$ cat src/rtl/sram_ctrl_pkg.sv
// Shared types and default strobe timing for the asynchronous SRAM initiator.
package sram_ctrl_pkg;

    localparam int CNT_W         = 4;
    localparam int DEF_SETUP_CYC = 1;
    localparam int DEF_WR_CYC    = 2;
    localparam int DEF_RD_CYC    = 2;
    localparam int DEF_TURN_CYC  = 1;

    typedef enum logic [2:0] {
        ST_IDLE,
        ST_SETUP,
        ST_WR_LOW,
        ST_WR_END,
        ST_RD_WAIT,
        ST_TURN
    } sram_ctrl_state_e;

    // Phase counters count down to zero, so a phase of N cycles loads N-1.
    function automatic logic [CNT_W-1:0] cyc_load(input int cyc);
        return CNT_W'(cyc - 1);
    endfunction

endpackage

$ cat src/rtl/sram_ctrl.sv
// Single-outstanding valid/ready initiator for the async 4Kx8 SRAM bus.
// All pin-facing strobes are registered; the DBUS tri-state is merged in the pad ring.
//
// state      | meaning
// -----------+---------------------------------------------------------
// ST_IDLE    | req_ready=1, waiting for a request
// ST_SETUP   | address/data settle with csb/wrb high
// ST_WR_LOW  | csb and wrb low, write data driven
// ST_WR_END  | strobes high, SRAM latches; address/data held for hold time
// ST_RD_WAIT | csb low for access time, capture on last cycle
// ST_TURN    | csb high, SRAM releases DBUS before it may be driven again
module sram_ctrl
    import sram_ctrl_pkg::*;
#(
    parameter int ADDR_W    = 12,
    parameter int DATA_W    = 8,
    parameter int SETUP_CYC = DEF_SETUP_CYC,
    parameter int WR_CYC    = DEF_WR_CYC,
    parameter int RD_CYC    = DEF_RD_CYC,
    parameter int TURN_CYC  = DEF_TURN_CYC
) (
    input  logic              clk,
    input  logic              rst_n,
    input  logic              req_valid,
    output logic              req_ready,
    input  logic              req_write,
    input  logic [ADDR_W-1:0] req_addr,
    input  logic [DATA_W-1:0] req_wdata,
    output logic              rsp_valid,
    output logic [DATA_W-1:0] rsp_rdata,
    output logic              csb,
    output logic              wrb,
    output logic [ADDR_W-1:0] abus,
    output logic [DATA_W-1:0] dbus_o,
    output logic              dbus_oe,
    input  logic [DATA_W-1:0] dbus_i
);

    sram_ctrl_state_e state;
    logic [CNT_W-1:0] cnt;
    logic             is_write;

    assign req_ready = (state == ST_IDLE);

    always_ff @(posedge clk or negedge rst_n) begin
        if (!rst_n) begin
            state     <= ST_IDLE;
            cnt       <= '0;
            is_write  <= 1'b0;
            csb       <= 1'b1;
            wrb       <= 1'b1;
            abus      <= '0;
            dbus_o    <= '0;
            dbus_oe   <= 1'b0;
            rsp_valid <= 1'b0;
            rsp_rdata <= '0;
        end else begin
            rsp_valid <= 1'b0;
            case (state)
                ST_IDLE: begin
                    if (req_valid) begin
                        is_write <= req_write;
                        abus     <= req_addr;
                        if (req_write) begin
                            dbus_o <= req_wdata;
                        end
                        dbus_oe  <= req_write;
                        cnt      <= cyc_load(SETUP_CYC);
                        state    <= ST_SETUP;
                    end
                end
                ST_SETUP: begin
                    if (cnt == '0) begin
                        csb <= 1'b0;
                        if (is_write) begin
                            wrb   <= 1'b0;
                            cnt   <= cyc_load(WR_CYC);
                            state <= ST_WR_LOW;
                        end else begin
                            cnt   <= cyc_load(RD_CYC);
                            state <= ST_RD_WAIT;
                        end
                    end else begin
                        cnt <= cnt - 1'b1;
                    end
                end
                ST_WR_LOW: begin
                    if (cnt == '0) begin
                        csb   <= 1'b1;
                        wrb   <= 1'b1;
                        state <= ST_WR_END;
                    end else begin
                        cnt <= cnt - 1'b1;
                    end
                end
                ST_WR_END: begin
                    dbus_oe <= 1'b0;
                    state   <= ST_IDLE;
                end
                ST_RD_WAIT: begin
                    if (cnt == '0) begin
                        rsp_rdata <= dbus_i;
                        rsp_valid <= 1'b1;
                        csb       <= 1'b1;
                        cnt       <= cyc_load(TURN_CYC);
                        state     <= ST_TURN;
                    end else begin
                        cnt <= cnt - 1'b1;
                    end
                end
                ST_TURN: begin
                    if (cnt == '0) begin
                        state <= ST_IDLE;
                    end else begin
                        cnt <= cnt - 1'b1;
                    end
                end
                default: begin
                    csb     <= 1'b1;
                    wrb     <= 1'b1;
                    dbus_oe <= 1'b0;
                    state   <= ST_IDLE;
                end
            endcase
        end
    end

endmodule
$ cat config.mk
export PLATFORM = sky130hd
export DESIGN_NAME = sram_ctrl
export DESIGN_NICKNAME = d
export VERILOG_FILES = /design/src/rtl/sram_ctrl_pkg.sv /design/src/rtl/sram_ctrl.sv
export SDC_FILE = /design/constraint.sdc
export NUM_CORES = 1
export LEC_CHECK = 0
export CORE_MARGIN = 2
export CORE_UTILIZATION = 30
export DETAILED_ROUTE_END_ITERATION = 8
export MAX_ROUTING_LAYER = met4
export PLACE_DENSITY = 0.67
export SLEW_MARGIN = 20
export SYNTH_ARGS = -nofsm -noshare
export SYNTH_HDL_FRONTEND = slang
export SYNTH_SLANG_ARGS = --single-unit
$ cat constraint.sdc
create_clock -name clk -period 5 [get_ports clk]
set_input_delay 0.75 -clock clk [delete_from_list [all_inputs] [get_ports clk]]
set_output_delay 0.75 -clock clk [all_outputs]
set_load 0.02 [all_outputs]
==> impl_metrics.prom <==
# TYPE chip_impl_metric gauge
chip_impl_metric{name="min_period",unit="ns"} 2.584
chip_impl_metric{name="timing_max_transition_violations_final",unit=""} 0
chip_impl_metric{name="max_cap_violations",unit=""} 0
chip_impl_metric{name="avgSynthCellArea",unit="sq um"} 12.37
chip_impl_metric{name="synthesis.instances",unit=""} 141
chip_impl_info{name="tritoncts",value="built"} 1
chip_impl_metric{name="initial_core_util",unit="%"} 31.29
chip_impl_metric{name="finish.instance_area",unit="sq um"} 2559
chip_impl_metric{name="dieArea",unit="sq um"} 6440
chip_impl_metric{name="ys_ff_latch",unit=""} 40
chip_impl_info{name="layout_commonest_cell",value="sky130_fd_sc_hd__clkdlybuf4s50_1"} 1
chip_impl_metric{name="clock_sink_count",unit=""} 40
chip_impl_metric{name="site_row_count",unit=""} 27
chip_impl_metric{name="critPathArrivalTime",unit="ns"} 1.83
chip_impl_metric{name="timing.final.hold_violations",unit=""} 0
chip_impl_metric{name="detailedRoute.firstIterationViolations",unit=""} 85
chip_impl_metric{name="synth.lib_cells_used.distinct",unit=""} 33
chip_impl_metric{name="clock_latency",unit="ns"} 0.29
chip_impl_metric{name="detailedPlacementHpwl",unit="mm"} 2.738
chip_impl_info{name="timing.hold.worst.class",value="reg -> reg"} 1
chip_impl_metric{name="post_cts_resize_count",unit=""} 0
chip_impl_metric{name="post_route_cells_drive_above_1_share",unit="%"} 19.51
chip_impl_metric{name="stdcell_count",unit=""} 277
chip_impl_metric{name="powerDensity",unit="nW/um^2"} 675.5
chip_impl_metric{name="worst_pin_slew",unit="ns"} 0.8775
chip_impl_metric{name="num_antenna_cells",unit=""} 0
chip_impl_metric{name="ctsHoldBuffers",unit=""} 0
chip_impl_metric{name="num_vias",unit=""} 1344
chip_impl_metric{name="grt_residual_overflow",unit=""} 0
chip_impl_metric{name="area_growth_syn_to_layout",unit="%"} 46.70
chip_impl_metric{name="fmaxAchievable",unit="GHz"} 0.3870
chip_impl_metric{name="detail_route.wirelength",unit="mm"} 3.819
chip_impl_metric{name="via_per_inst",unit=""} 4.852
chip_impl_metric{name="power.ir.vdd_worst",unit="mV"} 0.3453
chip_impl_metric{name="ant_nets",unit=""} 0
chip_impl_info{name="synth.area.top_cells",value="sky130_fd_sc_hd__dfrtp_1, sky130_fd_sc_hd__mux2_2, sky130_fd_sc_hd__o21ai_0"} 1
chip_impl_metric{name="timing.critical_path.required",unit="ns"} 4.25
chip_impl_metric{name="synth_area",unit="sq um"} 1744
chip_impl_metric{name="setup_total_negative_slack",unit="ns"} 0
chip_impl_metric{name="route.detailed.wl_per_inst",unit="um"} 13.79
chip_impl_metric{name="htree_num_levels",unit=""} 2
chip_impl_metric{name="cp_max_fo",unit=""} 21
chip_impl_metric{name="post-place-cells",unit=""} 269
chip_impl_metric{name="share_of_the_synthesized_area_in_the_top_cell_type",unit="%"} 54.52
chip_impl_metric{name="synth.yosys.seq_area_share",unit="%"} 57.53
chip_impl_metric{name="placeable_core_area",unit="sq um"} 5574
chip_impl_metric{name="power.total",unit="W"} 0.001728
chip_impl_info{name="cts-root-buf",value="sky130_fd_sc_hd__clkbuf_8"} 1
chip_impl_metric{name="io_pins",unit=""} 65
chip_impl_info{name="startpoint_type",value="flop"} 1
chip_impl_metric{name="worst_slew_margin_rel",unit="%"} 41.50
chip_impl_metric{name="pin_count_of_the_biggest_net_entering_global_routing",unit=""} 41
chip_impl_metric{name="grtUsageTotal",unit="%"} 13.21
chip_impl_metric{name="post-cts-setup-buffers",unit=""} 0
chip_impl_info{name="setup_repair_after_global_routing_missed_its_margin",value="no"} 1
chip_impl_info{name="final_cell_mix",value="sky130_fd_sc_hd__clkdlybuf4s50_1, sky130_fd_sc_hd__dfrtp_1, sky130_fd_sc_hd__mux2_2"} 1
chip_impl_metric{name="first_global_vias",unit=""} 1356
chip_impl_info{name="crit_type",value="reg -> out"} 1
chip_impl_metric{name="postSynthNetCount",unit=""} 175
chip_impl_metric{name="gp_routability_congestion",unit=""} 0.7856
chip_impl_metric{name="placedInstanceArea",unit="sq um"} 2437
chip_impl_metric{name="antenna_found_initial",unit=""} 0
chip_impl_metric{name="cts.clk_slew.worst_paths",unit="ns"} 0.08
chip_impl_metric{name="fp.dieH",unit="um"} 80.25
chip_impl_metric{name="fin_crit_share",unit="%"} 51.68
chip_impl_metric{name="die_w",unit="um"} 80.25
chip_impl_metric{name="grt_pass1_wl",unit="mm"} 6.389
chip_impl_info{name="worst_setup_path_end_kind",value="output port"} 1
chip_impl_info{name="status",value="finished clean"} 1
chip_impl_metric{name="nNetsFinal",unit=""} 238
chip_impl_metric{name="ys.warnings.count",unit=""} 0
chip_impl_metric{name="port_buffer_cells",unit=""} 64
chip_impl_metric{name="ctsLongestPathBuffers",unit=""} 2
chip_impl_metric{name="cts_made_buffers",unit=""} 5
chip_impl_metric{name="power.static_leakage",unit="nW"} 1.062
chip_impl_metric{name="setup_viol",unit=""} 0
chip_impl_metric{name="detailedRoute.firstPassIterationCount",unit=""} 4
chip_impl_metric{name="drc_errors",unit=""} 0
chip_impl_info{name="yosysTopAreaCell",value="sky130_fd_sc_hd__dfrtp_1"} 1
chip_impl_metric{name="fin_worst_skew",unit="ns"} 0.003669
==> registers in the layout, summed over array words and instances, names as in the netlist <==
signal     count
cnt            4
csb            1
wrb            1
dbus_o         8
state          3
rsp_rdata      8
rsp_valid      1
abus          12
dbus_oe        1
is_write       1
==> logic make-up (layout without fill, tap and decap cells) <==
family	count (synthesis)	count (layout)	share of synthesized area, %
AOI/OAI and AO/OA	30	30	11.05
adders and majority gates	2	2	1.434
buffers and inverters	15	79	3.372
DFF	40	40	57.53
muxes	29	29	18.65
and+or+nand+nor	25	25	7.963
==> through the flow <==
| step | setup slack (ns) | hold WS [ns] | utilization, % |
|---|---|---|---|
| after floorplan | 2.963 | 0.4544 | - |
| after global placement | 2.229 | 0.4871 | 43.73 |
| after CTS | 2.416 | 0.5110 | 45.90 |
| after detailed placement | 2.172 | 0.4928 | 43.73 |
| after global routing | 2.263 | 0.5227 | 45.90 |
| final | 2.416 | 0.5082 | 45.90 |
==> where the power goes <==
part / switching [W] / total, W / internal, W / leakage [nW]
clock network: 0.000116 / 0.000279 / 0.000163 / 0.0614
logic: 0.000397 / 0.000844 / 0.000447 / 0.523
registers: 0.000123 / 0.000606 / 0.000483 / 0.477
total: 0.000635 / 0.00173 / 0.00109 / 1.06
==> per-layer routing <==
metal / vias to the layer above / share of wire, % / track usage (%)
met2: 43 / 47 / 18.83
met1: 668 / 45 / 17.13
li1: 629 / - / -
met4: 0 / 0.71 / 4.746
met3: 4 / 6.5 / 5.056
met5: - / 0 / -
==> Yosys cell counts <==
cell	number
sky130_fd_sc_hd__a211oi_1	2
sky130_fd_sc_hd__a21o_1	2
sky130_fd_sc_hd__a21oi_1	5
sky130_fd_sc_hd__a311o_1	1
sky130_fd_sc_hd__a41oi_1	1
sky130_fd_sc_hd__and3_1	2
sky130_fd_sc_hd__buf_2	2
sky130_fd_sc_hd__clkbuf_1	6
sky130_fd_sc_hd__dfrtp_1	38
sky130_fd_sc_hd__dfstp_2	2
sky130_fd_sc_hd__ha_1	2
sky130_fd_sc_hd__inv_1	7
sky130_fd_sc_hd__mux2_2	28
sky130_fd_sc_hd__mux2i_1	1
sky130_fd_sc_hd__nand2_1	3
sky130_fd_sc_hd__nand3_1	1
sky130_fd_sc_hd__nand3b_1	1
sky130_fd_sc_hd__nand4_1	1
sky130_fd_sc_hd__nor2_1	4
sky130_fd_sc_hd__nor3_1	5
sky130_fd_sc_hd__nor3b_1	2
sky130_fd_sc_hd__o21a_1	2
sky130_fd_sc_hd__o21ai_0	12
sky130_fd_sc_hd__o221ai_1	1
sky130_fd_sc_hd__o2bb2ai_1	1
sky130_fd_sc_hd__o311a_1	1
sky130_fd_sc_hd__o31ai_1	1
sky130_fd_sc_hd__o32ai_1	1
sky130_fd_sc_hd__or2_1	1
sky130_fd_sc_hd__or2_2	1
sky130_fd_sc_hd__or3_1	2
sky130_fd_sc_hd__or3b_1	1
sky130_fd_sc_hd__or4_1	1
==> final cells by class <==
class	instances	area [sq um]
sequential	40	1003
tap	72	90.09
fill	517	3015
multi-input combinational	86	681.9
timing repair buffer	64	635.6
inverter	7	26.28
clock buffer	6	82.58
clock inverter	2	38.79
==> critical path, cell delays in order (launching register included) <==
cell	delay, ns
sky130_fd_sc_hd__dfrtp_1	0.59
sky130_fd_sc_hd__nor3_1	0.30
sky130_fd_sc_hd__clkdlybuf4s50_1	0.65
==> path summary, 6_finish.rpt <==
path	slack, ns	endpoint	startpoint	cells past startpoint
setup / recovery	2.42	req_ready	state[1]	2
hold / removal	0.51	rsp_rdata[4]	rsp_rdata[4]	1
setup reg to reg	2.54	rsp_rdata[0]	cnt[0]	5
hold reg to reg	0.51	rsp_rdata[4]	rsp_rdata[4]	1
max in group asynchronous	3.89	dbus_oe	rst_n	1
min in group asynchronous	0.57	rsp_valid	rst_n	1
(Power assumes the default switching activity.)
